### src/rtl/synverll_sdiv_arb4.sv
// Four-requester front end for one shared pipelined signed divider: grants, tags, routes results back.
// Build option: define SYNVERLL_SDIV_ARB_FIXPRI_EN for fixed priority (requester 0 highest) instead of round-robin.
module synverll_sdiv_arb4 #(
    parameter int LATENCY = 34,
    parameter int WIDTH   = 32
) (
    input  logic                    system_clock,
    input  logic                    system_reset,

    input  logic                    req_0,
    input  logic                    req_1,
    input  logic                    req_2,
    input  logic                    req_3,
    output logic                    ready_0,
    output logic                    ready_1,
    output logic                    ready_2,
    output logic                    ready_3,

    input  logic signed [WIDTH-1:0] args0_0,
    input  logic signed [WIDTH-1:0] args1_0,
    input  logic signed [WIDTH-1:0] args0_1,
    input  logic signed [WIDTH-1:0] args1_1,
    input  logic signed [WIDTH-1:0] args0_2,
    input  logic signed [WIDTH-1:0] args1_2,
    input  logic signed [WIDTH-1:0] args0_3,
    input  logic signed [WIDTH-1:0] args1_3,

    output logic                    done_0,
    output logic                    done_1,
    output logic                    done_2,
    output logic                    done_3,
    output logic signed [WIDTH-1:0] q_0,
    output logic signed [WIDTH-1:0] r_0,
    output logic signed [WIDTH-1:0] q_1,
    output logic signed [WIDTH-1:0] r_1,
    output logic signed [WIDTH-1:0] q_2,
    output logic signed [WIDTH-1:0] r_2,
    output logic signed [WIDTH-1:0] q_3,
    output logic signed [WIDTH-1:0] r_3,

    output logic                    div_req,
    output logic signed [WIDTH-1:0] div_args_0,
    output logic signed [WIDTH-1:0] div_args_1,
    input  logic                    div_done,
    input  logic signed [WIDTH-1:0] div_q,
    input  logic signed [WIDTH-1:0] div_r,

    output logic                    err
);

    logic [3:0]              w_req;
    logic [3:0]              w_gnt;
    logic                    w_any;
    logic [1:0]              w_gid;
    logic signed [WIDTH-1:0] w_a0 [4];
    logic signed [WIDTH-1:0] w_a1 [4];

    logic                    r_tag_vld [LATENCY];
    logic [1:0]              r_tag_id  [LATENCY];
    logic                    w_tag_vld;
    logic [1:0]              w_tag_id;
    logic                    w_cap;

    logic [3:0]              r_done_p1;
    logic signed [WIDTH-1:0] r_q_p1 [4];
    logic signed [WIDTH-1:0] r_r_p1 [4];
    logic                    r_err;

`ifndef SYNVERLL_SDIV_ARB_FIXPRI_EN
    logic [1:0]              r_ptr;
    logic [1:0]              w_idx;
`endif

    assign w_req   = {req_3, req_2, req_1, req_0};
    assign w_a0[0] = args0_0;
    assign w_a0[1] = args0_1;
    assign w_a0[2] = args0_2;
    assign w_a0[3] = args0_3;
    assign w_a1[0] = args1_0;
    assign w_a1[1] = args1_1;
    assign w_a1[2] = args1_2;
    assign w_a1[3] = args1_3;

    // Scan from lowest to highest priority so the last match seen is the winner.
    always_comb begin
        w_any = 1'b0;
        w_gid = 2'd0;
`ifdef SYNVERLL_SDIV_ARB_FIXPRI_EN
        for (int k = 3; k >= 0; k--) begin
            if (w_req[k]) begin
                w_any = 1'b1;
                w_gid = 2'(k);
            end
        end
`else
        w_idx = r_ptr;
        for (int k = 4; k >= 1; k--) begin
            w_idx = r_ptr + 2'(k);
            if (w_req[w_idx]) begin
                w_any = 1'b1;
                w_gid = w_idx;
            end
        end
`endif
    end

    assign w_gnt      = w_any ? (4'b0001 << w_gid) : 4'b0000;
    assign ready_0    = w_gnt[0];
    assign ready_1    = w_gnt[1];
    assign ready_2    = w_gnt[2];
    assign ready_3    = w_gnt[3];

    assign div_req    = w_any;
    assign div_args_0 = w_any ? w_a0[w_gid] : '0;
    assign div_args_1 = w_any ? w_a1[w_gid] : '0;

`ifndef SYNVERLL_SDIV_ARB_FIXPRI_EN
    always_ff @(posedge system_clock or negedge system_reset) begin
        if (!system_reset) begin
            r_ptr <= 2'd3;
        end else if (w_any) begin
            r_ptr <= w_gid;
        end
    end
`endif

    // Issue stage: tag travels alongside the divider pipeline, one slot per cycle.
    always_ff @(posedge system_clock or negedge system_reset) begin
        if (!system_reset) begin
            for (int k = 0; k < LATENCY; k++) begin
                r_tag_vld[k] <= 1'b0;
                r_tag_id[k]  <= 2'd0;
            end
        end else begin
            r_tag_vld[0] <= w_any;
            r_tag_id[0]  <= w_gid;
            for (int k = 1; k < LATENCY; k++) begin
                r_tag_vld[k] <= r_tag_vld[k-1];
                r_tag_id[k]  <= r_tag_id[k-1];
            end
        end
    end

    assign w_tag_vld = r_tag_vld[LATENCY-1];
    assign w_tag_id  = r_tag_id[LATENCY-1];
    assign w_cap     = w_tag_vld & div_done;

    // Return stage: capture divider result into the owning requester's slot.
    always_ff @(posedge system_clock or negedge system_reset) begin
        if (!system_reset) begin
            r_done_p1 <= 4'b0000;
            r_err     <= 1'b0;
            for (int k = 0; k < 4; k++) begin
                r_q_p1[k] <= '0;
                r_r_p1[k] <= '0;
            end
        end else begin
            r_done_p1 <= 4'b0000;
            if (w_cap) begin
                r_done_p1[w_tag_id] <= 1'b1;
                r_q_p1[w_tag_id]    <= div_q;
                r_r_p1[w_tag_id]    <= div_r;
            end
            if (w_tag_vld != div_done) begin
                r_err <= 1'b1;
            end
        end
    end

    assign done_0 = r_done_p1[0];
    assign done_1 = r_done_p1[1];
    assign done_2 = r_done_p1[2];
    assign done_3 = r_done_p1[3];
    assign q_0    = r_q_p1[0];
    assign r_0    = r_r_p1[0];
    assign q_1    = r_q_p1[1];
    assign r_1    = r_r_p1[1];
    assign q_2    = r_q_p1[2];
    assign r_2    = r_r_p1[2];
    assign q_3    = r_q_p1[3];
    assign r_3    = r_r_p1[3];
    assign err    = r_err;

endmodule

### config.mk
export PLATFORM = sky130hd
export DESIGN_NAME = synverll_sdiv_arb4
export DESIGN_NICKNAME = d
export VERILOG_FILES = /design/src/rtl/synverll_sdiv_arb4.sv
export SDC_FILE = /design/constraint.sdc
export NUM_CORES = 1
export LEC_CHECK = 0
export ABC_AREA = 0
export ABC_CLOCK_PERIOD_IN_PS = 4850
export CAP_MARGIN = 0
export CORE_AREA = 2 2 252 254
export CTS_BUF_LIST = sky130_fd_sc_hd__clkbuf_4 sky130_fd_sc_hd__clkbuf_8 sky130_fd_sc_hd__clkbuf_16
export CTS_CLUSTER_SIZE = 14
export DETAILED_ROUTE_END_ITERATION = 8
export DIE_AREA = 0 0 254 256
export PLACE_DENSITY_LB_ADDON = 0.25
export SYNTH_ARGS = -nofsm -noshare
export SYNTH_HDL_FRONTEND = slang
export SYNTH_SLANG_ARGS = --single-unit
### constraint.sdc
create_clock -name system_clock -period 4.85 [get_ports system_clock]
set_input_delay 0.485 -clock system_clock [delete_from_list [all_inputs] [get_ports system_clock]]
set_output_delay 0.485 -clock system_clock [all_outputs]
set_load 0.005 [all_outputs]
Word level (Yosys, flattened, before mapping) --
Index checks and enable logic that the tools add are counted.
Cells by class: add/sub/neg operators 3, order comparisons 9, equality and inequality tests 1, shift-type cells 1, multiplexer cells 32, bitwise gates (word level) 3, reductions and logical operators 2
Operators by type and width (count):
- 128-bit bitwise mux | 2
- 32-bit two-way mux | 7
- 32-bit binary-select mux with 2-bit select | 2
- 32-bit demux with 2-bit select | 1
- 2-bit by 3-bit less-than comparator with 1-bit output (second input constant) | 5
- 1-bit two-way mux | 9
- 1-bit binary-select mux with 2-bit select | 4
- 2-bit two-way mux | 4
- 4-bit two-way mux | 2
- 3-bit >= comparator (second input constant) | 2
- 2-bit NOT with 3-bit output | 2
- 2-bit adder (second input constant) | 2
- 1-bit by 2-bit << shifter with 4-bit output (first input constant) | 1
- 3-bit by 1-bit less-than comparator with 1-bit output (second input constant) | 1
- 2-bit by 1-bit adder with 2-bit output (second input constant) | 1
- 1-bit demux with 2-bit select | 1
- 2-bit by 1-bit >= comparator with 1-bit output (second input constant) | 1
- 1-bit logical AND | 2
- 1-bit bitwise AND | 1
- 1-bit inequality test | 1
Word-level totals: flip-flop bits (word level) 365, word-level logic and storage cells 130

Logic depth before layout (Yosys ltp) --
Gate-level depths: netlist of the first run.
depth in word-level cells 11, gate-level depth with buffers 8, depth with buffers taken out 5

Worst setup path after synthesis of the first run --
No wires, ideal clock.
kind in2out, start point in req_1, end point out div_args_0[10], data arrival time 1.923 ns, required time 4.365 ns, path slack 2.442 ns, cell stages on the path 8, buffers on the path 3, cell sequence buf_2 > nor2b_1 > nor3_1 > o31a_1 > buf_2 > clkbuf_1 > a22o_1 > a221o_1
On the way: cells in the longest elaborated chain, start to end 11, elaborated cells on any way between the ends 21
Ends and longest elaborated chain:
- start, declared | line 11 | input logic req_1,
- 1-bit binary-select mux with 2-bit select | line 99 | if (w_req[w_idx]) begin
- 1-bit two-way mux (not written as such) | line 99
- 2-bit two-way mux (4 in a row) | line 99
- 2-bit NOT with 3-bit output (not written as such) | line 114 | assign div_args_0 = w_any ? w_a0[w_gid] : '0;
- 32-bit binary-select mux with 2-bit select | line 114
- 32-bit two-way mux (not written as such) (2 in a row) | line 114
- 32-bit two-way mux (*) | line 114
- end, declared | line 42 | output logic signed [WIDTH-1:0] div_args_0,
Mark *: on every way between the ends. The rest lies on a longest branch, timed or not. The select of a mux whose other input is x is not followed.

Worst setup path after layout of the first run --
start point reg r_ptr[0], end point out div_args_0[6]
On the way: cells in the longest elaborated chain, start to end 11, elaborated cells on any way between the ends 24
Ends and longest elaborated chain:
- start, declared | line 70 | logic [1:0] r_ptr;
- start signal, assigned | line 122 | r_ptr <= w_gid;
- 2-bit adder / 1-bit binary-select mux with 2-bit select (equally long branches) | line 98, 99
- 1-bit binary-select mux with 2-bit select / 1-bit two-way mux (equally long branches) | line 99
- 1-bit two-way mux (not written as such) / 2-bit two-way mux (equally long branches) | line 99
- 2-bit two-way mux (2 in a row) | line 99
- 2-bit two-way mux (*) | line 99
- via w_gid[0] | line 54 | logic [1:0] w_gid;
- 2-bit NOT with 3-bit output (not written as such) (*) | line 114
- 32-bit binary-select mux with 2-bit select (*) | line 114
- 32-bit two-way mux (not written as such) (*) (2 in a row) | line 114
- 32-bit two-way mux (*) | line 114
The timed path passes the listed nets; every way through them passes the cells marked *. The select of a mux whose other input is x is not followed.

==> impl_metrics.csv, run 1 <==
group,metric,value,unit
run_status,status,"completed",
pwr,ir_drop,0.000230,V
hold_path,hold-path-cell-count,0,
yosys,synth.avg_cell_area,12.4,sq um
yosys,syn_inst,1115,
global_routing,antenna_found_initial,7,
clocking,cts_tree,"built",
yosys,syn_area,0.0138,sq mm
detailed_routing,wirelength,56000,um
yosys,yosys.area_share.simple,0.113,
die,die-area,0.0650,sq mm
layout,drive_gt1_frac,0.132,
layout,final_util,0.364,
global_routing,grt_start_max_net_pins,139,
timing,finClkSkew,0.0140,ns
clocking,worstSkewPairLatency,0.54,ns
pwr,p_leak,9.83,nW
pwr,seq_power_share,0.371,
clocking,clockRootBuffer,"clkbuf_16",
yosys,ys_warn_count,0,
place,port_buffers,656,
critical_path,required,4.37,ns
yosys,ys_seq_area_frac,0.663,
critical_path,path_delay_family,"buffers and inverters",
yosys,synth_commonest_cells,"nand2_1, dfrtp_1, mux2_2",
clocking,cts_setup_buffers,0,
yosys,synthMuxAreaShare,0.105,
yosys,synth_top_area_cell,"dfrtp_1",
critical_path,path_depth,7,
timing,worst_slew_pin_slew,1.02,ns
yosys,synth_top_family_by_area,"simple AND/OR/NAND/NOR gates",
die,die_y,256,um
critical_path,rr_endpoint,"q_1[2]",
global_routing,grt_pass1_wl,80100,um
layout,area_growth,64.8,%
yosys,ys_async_sr_fraction,1.00,
die,fp.dieW,254,um
yosys,synth_fa_ha_area_frac,0.000908,
yosys,synth_compound_area_frac,0.0927,
yosys,synth_fp_nets,1443,
clocking,clock-sinks,365,
pwr,clock_power_share,0.242,
yosys,synth.distinct_cells,32,
critical_path,critPathLaunchType,"register",
critical_path,crit_type,"reg -> out",
global_routing,track_usage,0.167,
run,drv_cap,0,
timing,hold_slack,0.334,ns
yosys,synthFlopType,"dfrtp_1",
die,start_util,0.221,
place,pre_cts_slack,1.03,ns
yosys,synth.area.top_cells,"dfrtp_1, nand2_1, mux2_2",
critical_path,timing.rr.start,"w_tag_vld",
global_routing,grt-ovfl-total,0,
timing,timing.fmax,263,MHz
critical_path,end_kind,"output port",
yosys,synth-xor-area-share,0,
yosys,ys_seq_elements,365,
clocking,cts_buffers,41,
die,rows,92,
detailed_routing,route.detailed.drc,0,
pwr,finalPower,13.1,mW
critical_path,worst_path_max_delay_cell,"clkdlybuf4s50_1",
pwr,p_per_area,578,mW/mm^2
clocking,cts_buffer_depth,3,
timing,setup_ws,1.05,ns
timing,final_hold_viol_count,0,
global_routing,grt_pass1_vias,11900,
place,gp_congestion,0.908,
timing,min_period_over_period,0.784,
detailed_routing,vias_per_cell,4.26,
clocking,htreeDepth,2,
yosys,synth-edff-count,0,
timing,finalSetupTns,0,ns
pwr,swShare,0.287,
timing,finalSetupViolCount,0,
die,core_area,0.0624,sq mm
detailed_routing,num_vias,11300,
critical_path,slowest_delay,0.67,ns
yosys,synth.most_common_cell,"nand2_1",
yosys,synth_top_area_frac,0.659,
timing,rsz0062_at_grt,"no",
detailed_routing,drtIter0Drc,595,
die,io_pins,657,
critical_path,regToRegSetupSlack,2.26,ns
detailed_routing,wl_per_cell,21.2,um
critical_path,crit_buf_inv,2,
critical_path,r2r_cells,6,
place,dp_hpwl,42700,um
timing,slew_headroom,0.317,
critical_path,worstPathArrival,3.32,ns
clocking,clk_pin_slew,0.06,ns
pwr,p_int,9.36,mW
hold_path,hold_class,"reg -> reg",
layout,layout.nets,2094,
pwr,switching_power,3.76,mW
detailed_routing,first_pass_iters,5,
layout,n_fill_cell,6200,
timing,finalMaxSlewViolations,0,
timing,fin_crit,3.80,ns
detailed_routing,antenna_left,0,
pwr,p_comb_frac,0.387,
critical_path,startpoint,"r_ptr[0]",
critical_path,worst-path-max-fanout,29,
critical_path,cp_cell_sequence,"and2b_1, o21ai_1, o211ai_1, nor3_2, buf_4, a221o_1, clkdlybuf4s50_1",
critical_path,critPathCapture,"div_args_0[6]",
-- final cells by class --
type,count,area [sq um],share of cell area
Sequential cell,365,9140,0.402
Timing Repair Buffer,680,6780,0.298
Multi-Input combinational cell,672,4310,0.190
Clock buffer,62,1290,0.0569
Tap cell,846,1060,0.0466
Clock inverter,10,114,0.00501
Inverter,6,22.5,0.000991
Antenna cell,4,10.0,0.000441
-- worst min-delay path by stage --
stage                  from      endpoint  slack, ns
2_1_floorplan  system_reset           err       0.19
3_3_place_gp   r_tag_id[61]  r_tag_id[59]       0.33
3_5_place_dp    r_tag_id[8]   r_tag_id[6]       0.33
4_1_cts        r_tag_id[33]  r_tag_id[31]       0.34
5_1_grt        r_tag_id[33]  r_tag_id[31]       0.34
6_report        r_tag_id[8]   r_tag_id[6]       0.33
-- worst register-to-register path: stages (launching register included) --
cell	delay, ns
dfrtp_1	0.33
ha_1	0.23
nand3b_1	0.46
inv_2	0.93
buf_4	0.44
nand2_1	0.09
nand2_1	0.06
-- power by group through the flow --
stage / Sequential [mW] / Combinational [mW] / Clock (mW)
finish: 4.87 / 5.08 / 3.17
global route: 5.02 / 5.44 / 3.42
CTS: 4.89 / 5.19 / 3.29
detailed placement: 4.93 / 5.17 / 0
global placement: 4.88 / 5.14 / 0
floorplan: 4.95 / 1.52 / 0
-- per-layer routing --
layer | GRT usage | wire (um)
met5 | 0 | 13
met4 | 0.0779 | 2380
met3 | 0.0544 | 4870
met2 | 0.313 | 29900
met1 | 0.164 | 18800
-- through the flow --
step | instance area, sq um | instances
after floorplan | 13800 | 1115
after global placement | 21300 | 2568
after detailed placement | 21300 | 2568
after CTS | 22700 | 2641
after global routing | 22700 | 2644
final | 22700 | 2645
-- cell usage in the layout (no fill, tap or decap), types with 2 or more instances in the layout --
cell	Yosys	routed
clkdlybuf4s50_1	0	655
nand2_1	386	386
dfrtp_1	363	363
mux2_2	128	128
a22o_1	64	64
a221o_1	64	64
clkbuf_16	0	43
buf_4	5	21
clkbuf_8	0	12
clkbuf_4	0	7
diode_2	0	4
inv_2	2	4
clkinv_2	0	4
nor2b_1	3	3
nor3_1	4	3
inv_1	4	2
a21oi_1	2	2
nor2_1	2	2
o21ai_0	2	2
o31a_2	0	2
nand3b_1	2	2
bufinv_16	0	2
clkinv_4	0	2
buf_12	0	2
dfstp_2	2	2
-- kinds of logic (layout without fill, tap and decap cells) --
kind of cell               after synthesis  after routing
other                                    0              4
AOI/OAI and AO/OA                      139            139
DFF                                    365            365
buffers and inverters                   78            758
adders and majority gates                1              1
muxes                                  128            128
and+or+nand+nor                        404            404
-- registers in the layout, indices dropped and copies added (netlist names) --
signal,flops
r_tag_vld,33
r_2,32
r_3,32
q_2,32
r_1,32
r_tag_id,66
w_tag_vld,1
r_0,32
q_0,32
r_done_p1,4
q_1,32
err,1
w_tag_id,2
r_ptr,2
q_3,32
-- what timing repair did --
| item | 4_1_cts | 5_1_grt |
|---|---|---|
| hold buffers | 1 | 0 |
| endpoints found under the hold margin | 8 | 0 |
| resized for setup | 0 | 0 |
Note: power is estimated with default switching activity, not from simulation.
==> run 2: changes to the inputs <==
Settings changed: ABC_CLOCK_PERIOD_IN_PS 4850 to 3270.
Clock period 4.85 ns to 3.27 ns, I/O delays scaled along.
==> run 2 against run 1 <==
The run now ends with setup timing left. Critical path depth is 5 higher. Via count rose by 1.3%. Combinational power rose by 54%. Cell count increased by 0.95%. Hold slack better by 0.0047 ns. Worst setup slack worse by 1.1 ns. Design area up 2.3%. Clock power increased by 47%. Count of clock-buffer cells in the layout fell by 6. Clock skew up 0.0043 ns. Core utilization grew 0.84 points. Global-route usage increased by 0.16 points. Critical path type unchanged. Critical endpoint is now div_args_0[9]. Largest power group unchanged. Highest routed layer unchanged.
==> impl_metrics.csv, run 2 (synthesized netlist as in run 1, its figures left out) <==
group,metric,value,unit
global_routing,grt_pass1_wl,80800,um
run_status,status,"finished, violations left",
detailed_routing,wl_per_cell,21.3,um
critical_path,regToRegSetupSlack,1.33,ns
layout,layout.nets,2117,
timing,final_hold_viol_count,0,
timing,finalMaxSlewViolations,0,
clocking,cts_buffers,40,
critical_path,crit_buf_inv,7,
critical_path,end_kind,"output port",
clocking,cts_tree,"built",
clocking,clock-sinks,365,
critical_path,rr_endpoint,"q_3[7]",
die,rows,92,
global_routing,grt_most_used_layer,"met2",
timing,finalSetupTns,-0.0712,ns
critical_path,critPathLaunchType,"register",
critical_path,crit_type,"reg -> out",
place,gp_congestion,0.850,
global_routing,use_met2,0.314,
critical_path,timing.rr.start,"w_tag_vld",
clocking,clockRootBuffer,"clkbuf_16",
run,drv_cap,0,
timing,fin_crit,3.29,ns
detailed_routing,route.detailed.drc,0,
detailed_routing,antenna_left,0,
detailed_routing,drtIter0Drc,528,
critical_path,required,2.94,ns
clocking,worstSkewPairLatency,0.56,ns
global_routing,grt_pass1_vias,11700,
timing,finClkSkew,0.0183,ns
layout,top_register,"r_tag_id",
timing,hold_slack,0.338,ns
timing,setup_ws,-0.0208,ns
global_routing,grt_start_max_net_pins,111,
hold_path,whs_endpoint,"r_tag_id[49]",
timing,slew_headroom,0.367,
critical_path,worst-path-max-fanout,7,
detailed_routing,num_vias,11400,
layout,drive_gt1_frac,0.147,
critical_path,r2r_cells,5,
place,dp_hpwl,42700,um
layout,area_growth,68.6,%
critical_path,crit_top_cell,"buf_4",
layout,final_common_cell,"clkdlybuf4s50_1",
die,start_util,0.221,
pwr,p_leak,10.4,nW
critical_path,path_delay_family,"buffers and inverters",
critical_path,worstPathArrival,2.96,ns
clocking,htreeDepth,2,
global_routing,met3_usage,0.0548,
detailed_routing,first_pass_iters,4,
run_status,violations,"setup timing",
global_routing,grt-ovfl-total,0,
timing,worst_slew_pin_slew,0.950,ns
die,core_area,0.0624,sq mm
die,fp.dieW,254,um
detailed_routing,wirelength,56900,um
layout,n_fill_cell,6153,
detailed_routing,vias_per_cell,4.27,
timing,rsz0062_at_grt,"yes",
layout,reg_top3,"r_tag_id (66), r_tag_vld (33)",
place,port_buffers,656,
clocking,clk_pin_slew,0.06,ns
critical_path,cp_cell_sequence,"buf_4, nor2b_2, a21oi_1, o211ai_1, nor3_4, buf_12, buf_4, buf_12, buf_4, clkbuf_16, a221o_1, dlygate4sd2_1",
timing,finalSetupViolCount,7,
pwr,p_per_area,847,mW/mm^2
die,die-area,0.0650,sq mm
global_routing,use_met1,0.167,
layout,largest_reg_flops,66,
global_routing,track_usage,0.169,
die,io_pins,657,
hold_path,hold_class,"reg -> reg",
pwr,ir_drop,0.000353,V
timing,timing.fmax,304,MHz
layout,final_cell_mix,"clkdlybuf4s50_1, nand2_1, dfrtp_1",
clocking,cts_buffer_depth,3,
die,die_y,256,um
critical_path,worst_path_max_delay_cell,"dfstp_2",
timing,min_period_over_period,1.01,
hold_path,hold-path-cell-count,0,
hold_path,hold_path.startpoint,"r_tag_id[51]",
critical_path,slowest_delay,0.38,ns
global_routing,antenna_found_initial,9,
-- run 2: cell types whose count changed in the layout (fill, tap and decap cells not counted), moves of 2 or more --
cell,delta
bufbuf_16,+2
bufinv_16,+2
buf_12,+18
clkdlybuf4s15_1,+7
buf_4,+5
clkbuf_8,-6
clkdlybuf4s50_1,-61
diode_2,+2
dlymetal6s2s_1,+22
dlygate4sd2_1,+27
buf_16,+2
clkbuf_4,+3
-- run 2: how the worst max path moves through the flow --
stage / cells after the start / to / from / slack, ns
after global placement: 9 / div_args_0[14] / req_1 / 0.08
after CTS: 9 / div_args_1[28] / r_ptr[0] / -0.13
after floorplan: 7 / div_args_0[10] / r_ptr[1] / 1.05
after global routing: 11 / div_args_1[9] / r_ptr[0] / -0.16
after detailed placement: 8 / div_args_0[0] / req_1 / 0.08
final: 12 / div_args_0[9] / r_ptr[0] / -0.02
-- run 2: where the power goes --
| part | switching [mW] | total, mW | internal [mW] |
|---|---|---|---|
| clock | 1.85 | 4.67 | 2.82 |
| combinational | 2.98 | 7.82 | 4.84 |
| sequential | 0.872 | 7.21 | 6.33 |
| total | 5.70 | 19.7 | 14.0 |
-- run 2: final cells by class --
cell class                      count  area (sq um)  area share
Sequential cell                   365          9140       0.393
Antenna cell                        6          15.0    0.000646
Tap cell                          846          1060      0.0455
Inverter                            6          22.5    0.000969
Clock buffer                       56          1160      0.0498
Multi-Input combinational cell    672          4320       0.186
Timing Repair Buffer              704          7320       0.315
Clock inverter                     15           215     0.00926
-- run 2: per-stage QoR --
stage                     cells  instance area (sq um)   util  power, mW  worst slack (ns)
after floorplan            1115                  13800      -       9.60              1.05
after global placement     2573                  21500  0.345       15.0            0.0783
after detailed placement   2573                  21500  0.345       15.1            0.0796
after CTS                  2653                  23000  0.369       20.0            -0.129
after global routing       2669                  23200  0.373       20.8            -0.161
final                      2670                  23200  0.373       19.7           -0.0208
-- run 2: timing repair --
action	CTS	global route
buffers inserted	5	9
hold endpoints to repair	102	0
gates resized for setup	38	31
cloned	3	2
endpoints found under the setup margin	47	26
pin swaps	3	5
hold buffers	1	0
-- run 2: metal layers --
metal	wire length [um]	vias to the layer above
met4	2890	2
met2	29700	497
li1	-	5181
met1	19500	5625
met5	13	-
met3	4760	102
==> RTL edit 1 (config.mk and constraints of run 2) <==
Make the reset (`system_reset`) synchronous in 3 clocked blocks.
--- a/src/rtl/synverll_sdiv_arb4.sv
+++ b/src/rtl/synverll_sdiv_arb4.sv
@@ -117,3 +117,3 @@
 `ifndef SYNVERLL_SDIV_ARB_FIXPRI_EN
-    always_ff @(posedge system_clock or negedge system_reset) begin
+    always_ff @(posedge system_clock) begin
         if (!system_reset) begin
@@ -127,3 +127,3 @@
     // Issue stage: tag travels alongside the divider pipeline, one slot per cycle.
-    always_ff @(posedge system_clock or negedge system_reset) begin
+    always_ff @(posedge system_clock) begin
         if (!system_reset) begin
@@ -148,3 +148,3 @@
     // Return stage: capture divider result into the owning requester's slot.
-    always_ff @(posedge system_clock or negedge system_reset) begin
+    always_ff @(posedge system_clock) begin
         if (!system_reset) begin
Check against the original RTL: differs if system_reset is asserted again (counterexample within 4 cycles, from zero or initial values and one cycle with system_reset low); with system_reset held inactive, the same outputs for 4 cycles.
==> RTL edit 1 against run 2 <==
Cell count fell by 4.0%. Cell area up 0.46%. Count of clock-buffer cells in the layout fell by 3. Setup slack improved by 0.091 ns. Routed wire length is 10% lower. Via count shrank 6.7%. Critical endpoint is now div_args_0[7]. Fmax is 2.9% higher. Sequential cell count did not move. Area after synthesis is 4.8% higher.
Power is not compared: it rests on default switching activity, and its combinational part moved more than twofold at a synthesized area within 25%.
==> RTL edit 1: results <==
[placed_design]
dpl.cell_count = 2496
dp_hpwl_microns = 37700
port_buffers = 656
gp_congestion = 0.847
pre_cts_ws_ns = 0.0764
dpl_cell_area_sq_um = 22100

[synth]
synthXorXnorAreaFrac_pct = 0
synth_mux_area_share_pct = 8.86
synthArstFlopShare_pct = 0
ys_seq_area_share_pct = 68.3
netlist_top_cells_area = edfxtp_1 (53%), dfxtp_1 (15%), and2_1 (13%), mux2i_1 (8.9%), and3_1 (2.8%)
avgSynthCellArea_sq_um = 14.0
synthFlopType = edfxtp_1
synth_adder_area_share_pct = 0.0866
ys_top_cells_by_count = and2_1 (292), edfxtp_1 (256), mux2i_1 (128)
synth_compound_area_share_pct = 3.06
synthesis.nets = 1360
synth_edf_count = 256
ys_types = 28

[power_and_ir_drop]
irDropWorstVdd_mv = 0.310
power_leakage_nw = 9.13

[sta]
fin_worst_skew_ns = 0.0212
slew_headroom_pct = 43.9
setup_violations = 0

[global_route]
grt_usage_pct = 14.9
grt_max_degree = 112
antenna_found_initial = 3
grt_pass1_wl_microns = 72600

[finish]
drive_above_1_share_pct = 6.93
top_regs = r_q_p1 x128, r_r_p1 x128, r_tag_id x68
nFillCells = 6125
nets = 2017

[detailed_routing]
drt-total-wl_microns = 51000
drt_iter0_drc = 350
route.vias.total = 10600
wl_per_cell_microns = 19.9

[worst_setup_path]
cp_max_fo = 33
cp_slowest_stage_delay_ns = 0.58
cp_slowest_cell = clkdlybuf4s50_1

[worst_hold_path]
min_path_type = input pin to flop

[status]
outcome = completed

[clocking]
cts_setup_buffers = 0
cts_resized = 0
cts-buffers-inserted = 37
clk_latency_ns = 0.53
## RTL edit 1: kinds of logic (layout without fill, tap and decap cells)
family          count (synthesis)  in the layout
flops                         365            365
compound gates                 71             71
simple gates                  389            389
buf+inv                        78            763
other cells                     0              1
mux                           128            128
fa+ha+maj                       1              1
## RTL edit 1: layout make-up
| type | instances | area, sq um | area share, % |
|---|---|---|---|
| antenna | 1 | 2.50 | 0.0107 |
| clock buffer | 53 | 1110 | 4.76 |
| clock inverter | 14 | 116 | 0.498 |
| inverter | 2 | 7.51 | 0.0321 |
| multi-input combinational | 589 | 4210 | 18.0 |
| sequential | 365 | 9870 | 42.3 |
| tap | 846 | 1060 | 4.53 |
| timing repair buffer | 694 | 6980 | 29.9 |
## RTL edit 1: per-layer routing
layer,vias up,global-route usage (%),routed length [microns]
met4,2,5.93,1940
met1,5099,16.8,19700
met3,82,3.92,3850
li1,4987,-,-
met2,478,26.7,25600
met5,-,0,13
## RTL edit 1: worst min-delay path, cell delays in order
cell     delay (ns)
buf_4          0.12
nand2_1        0.13
nor2_1         0.12
## RTL edit 1: report_power, final
part | internal, mW | switching (mW)
logic | 1.15 | 0.800
clock network | 2.47 | 1.73
registers | 5.06 | 0.0419
total | 8.68 | 2.57
## RTL edit 1: final timing paths
path | from | end | slack [ns] | depth (start not counted)
min | system_reset | r_done_p1[3]$_SDFF_PP0_ | 0.21 | 3
max | req_3 | div_args_0[7] | 0.07 | 9
min reg2reg | r_tag_id[0][49]$_SDFF_PN0_ | r_tag_id[0][51]$_SDFF_PN0_ | 0.42 | 1
max reg2reg | r_tag_vld[0][33]$_DFF_P_ | r_r_p1[1][22]$_SDFFCE_PN0P_ | 1.27 | 5
==> RTL edit 2 (flow settings as in run 2) <==
Without the edit above. Change the parameter `WIDTH` from 32 to 24.
--- a/src/rtl/synverll_sdiv_arb4.sv
+++ b/src/rtl/synverll_sdiv_arb4.sv
@@ -4,3 +4,3 @@
     parameter int LATENCY = 34,
-    parameter int WIDTH   = 32
+    parameter int WIDTH   = 24
 ) (
Ports: changed (20 resized); port bits go from 657 to 497. The function was not compared with the original's and may differ.
==> RTL edit 2 against run 2 <==
Count of clock-buffer cells in the layout shrank 11. Setup slack gained 0.13 ns. Cell area shrank 21%. Area after synthesis shrank 20%. Sequential power shrank 19%. Routed wire length shrank 25%. Sequential cell count shrank 64. Power shrank 22%. Critical endpoint is now div_args_0[22].
==> RTL edit 2: results <==
[placed_design]
port_buffers = 496
dpl.cell_count = 2185
dp_hpwl_microns = 32100
gp_congestion = 0.828
dpl_cell_area_sq_um = 17200
pre_cts_ws_ns = 0.144

[sta]
fin_setup_tns_ns = 0

[synth]
ys_seq_area_share_pct = 68.2
avgSynthCellArea_sq_um = 12.7
netlist_top_cells_area = dfrtp_1 (68%), nand2_1 (9.9%), mux2_2 (7.9%), a221o_1 (4.3%), a22o_1 (3.8%)
ys_types = 33
synthesis.nets = 1120
ys_top_cells_by_count = dfrtp_1 (299), nand2_1 (290), mux2_2 (78)

[clocking]
cts_setup_buffers = 0
cts_resized = 3
cts-buffers-inserted = 34
clk_latency_ns = 0.52

[status]
outcome = completed

[global_route]
grt_max_degree = 80
grt_pass1_vias = 9451
grt_pass1_wl_microns = 62100
antenna_found_initial = 0

[power_and_ir_drop]
total_power_mw = 15.4
power_leakage_nw = 8.01
irDropWorstVdd_mv = 0.309
p_sw_mw = 4.43
power.clock.total_mw = 3.74

[worst_setup_path]
cp_slowest_stage_delay_ns = 0.61
cp_max_fo = 24
critPathArrivalTime_ns = 2.84

[detailed_routing]
wl_per_cell_microns = 19.1

[finish]
drive_above_1_share_pct = 12.9

[worst_hold_path]
min_path_type = input pin to asynchronous set/reset pin
RTL edit 2: cell count changes after synthesis, sizes merged:
cell and delta:
mux2 -32, a22o -16, buf -12, dfrtp -64, nand2 -96, nor2b +1, clkbuf -7, a221o -16
and2b -1
RTL edit 2: worst paths after layout:
check,from,cells past startpoint,slack (ns),to
max,r_ptr[0]$_DFFE_PN1P_,8,0.11,div_args_0[22]
min,system_reset,2,0.33,q_3[17]$_DFFE_PN0P_
max reg2reg,w_tag_vld$_DFF_PN0_,7,1.37,q_1[7]$_DFFE_PN0P_
min reg2reg,r_tag_vld[14]$_DFF_PN0_,0,0.33,r_tag_vld[13]$_DFF_PN0_
max in group asynchronous,system_reset,3,1.95,r_2[6]$_DFFE_PN0P_
min in group system_clock,r_tag_vld[14]$_DFF_PN0_,0,0.34,r_tag_vld[13]$_DFF_PN0_
RTL edit 2: layer usage:
metal,global-route usage (%),part of all wire (%),vias to the layer above
met2,23.6,52,394
met1,13.1,36,4372
met3,3.68,7.7,62
met4,5.95,4.4,0
met5,0,0,-
li1,-,-,3996
RTL edit 2: cell type report:
cell class / count / area [sq um]
Antenna cell: 1 / 2.50
Clock buffer: 45 / 976
Clock inverter: 10 / 111
Fill cell: 6534 / 44000
Inverter: 6 / 22.5
Multi-Input combinational cell: 512 / 3310
Sequential cell: 301 / 7530
Tap cell: 846 / 1060
Timing Repair Buffer: 525 / 5360
RTL edit 2: kinds of logic (layout without fill, tap and decap cells):
family,Yosys count,after routing,share of synthesized area [%]
adders and majority gates,1,1,0.113
buffers and inverters,59,586,2.21
muxes,96,96,9.78
and+or+nand+nor,308,308,10.9
DFF,301,301,68.2
AOI/OAI and AO/OA,107,107,8.84
other,0,1,0
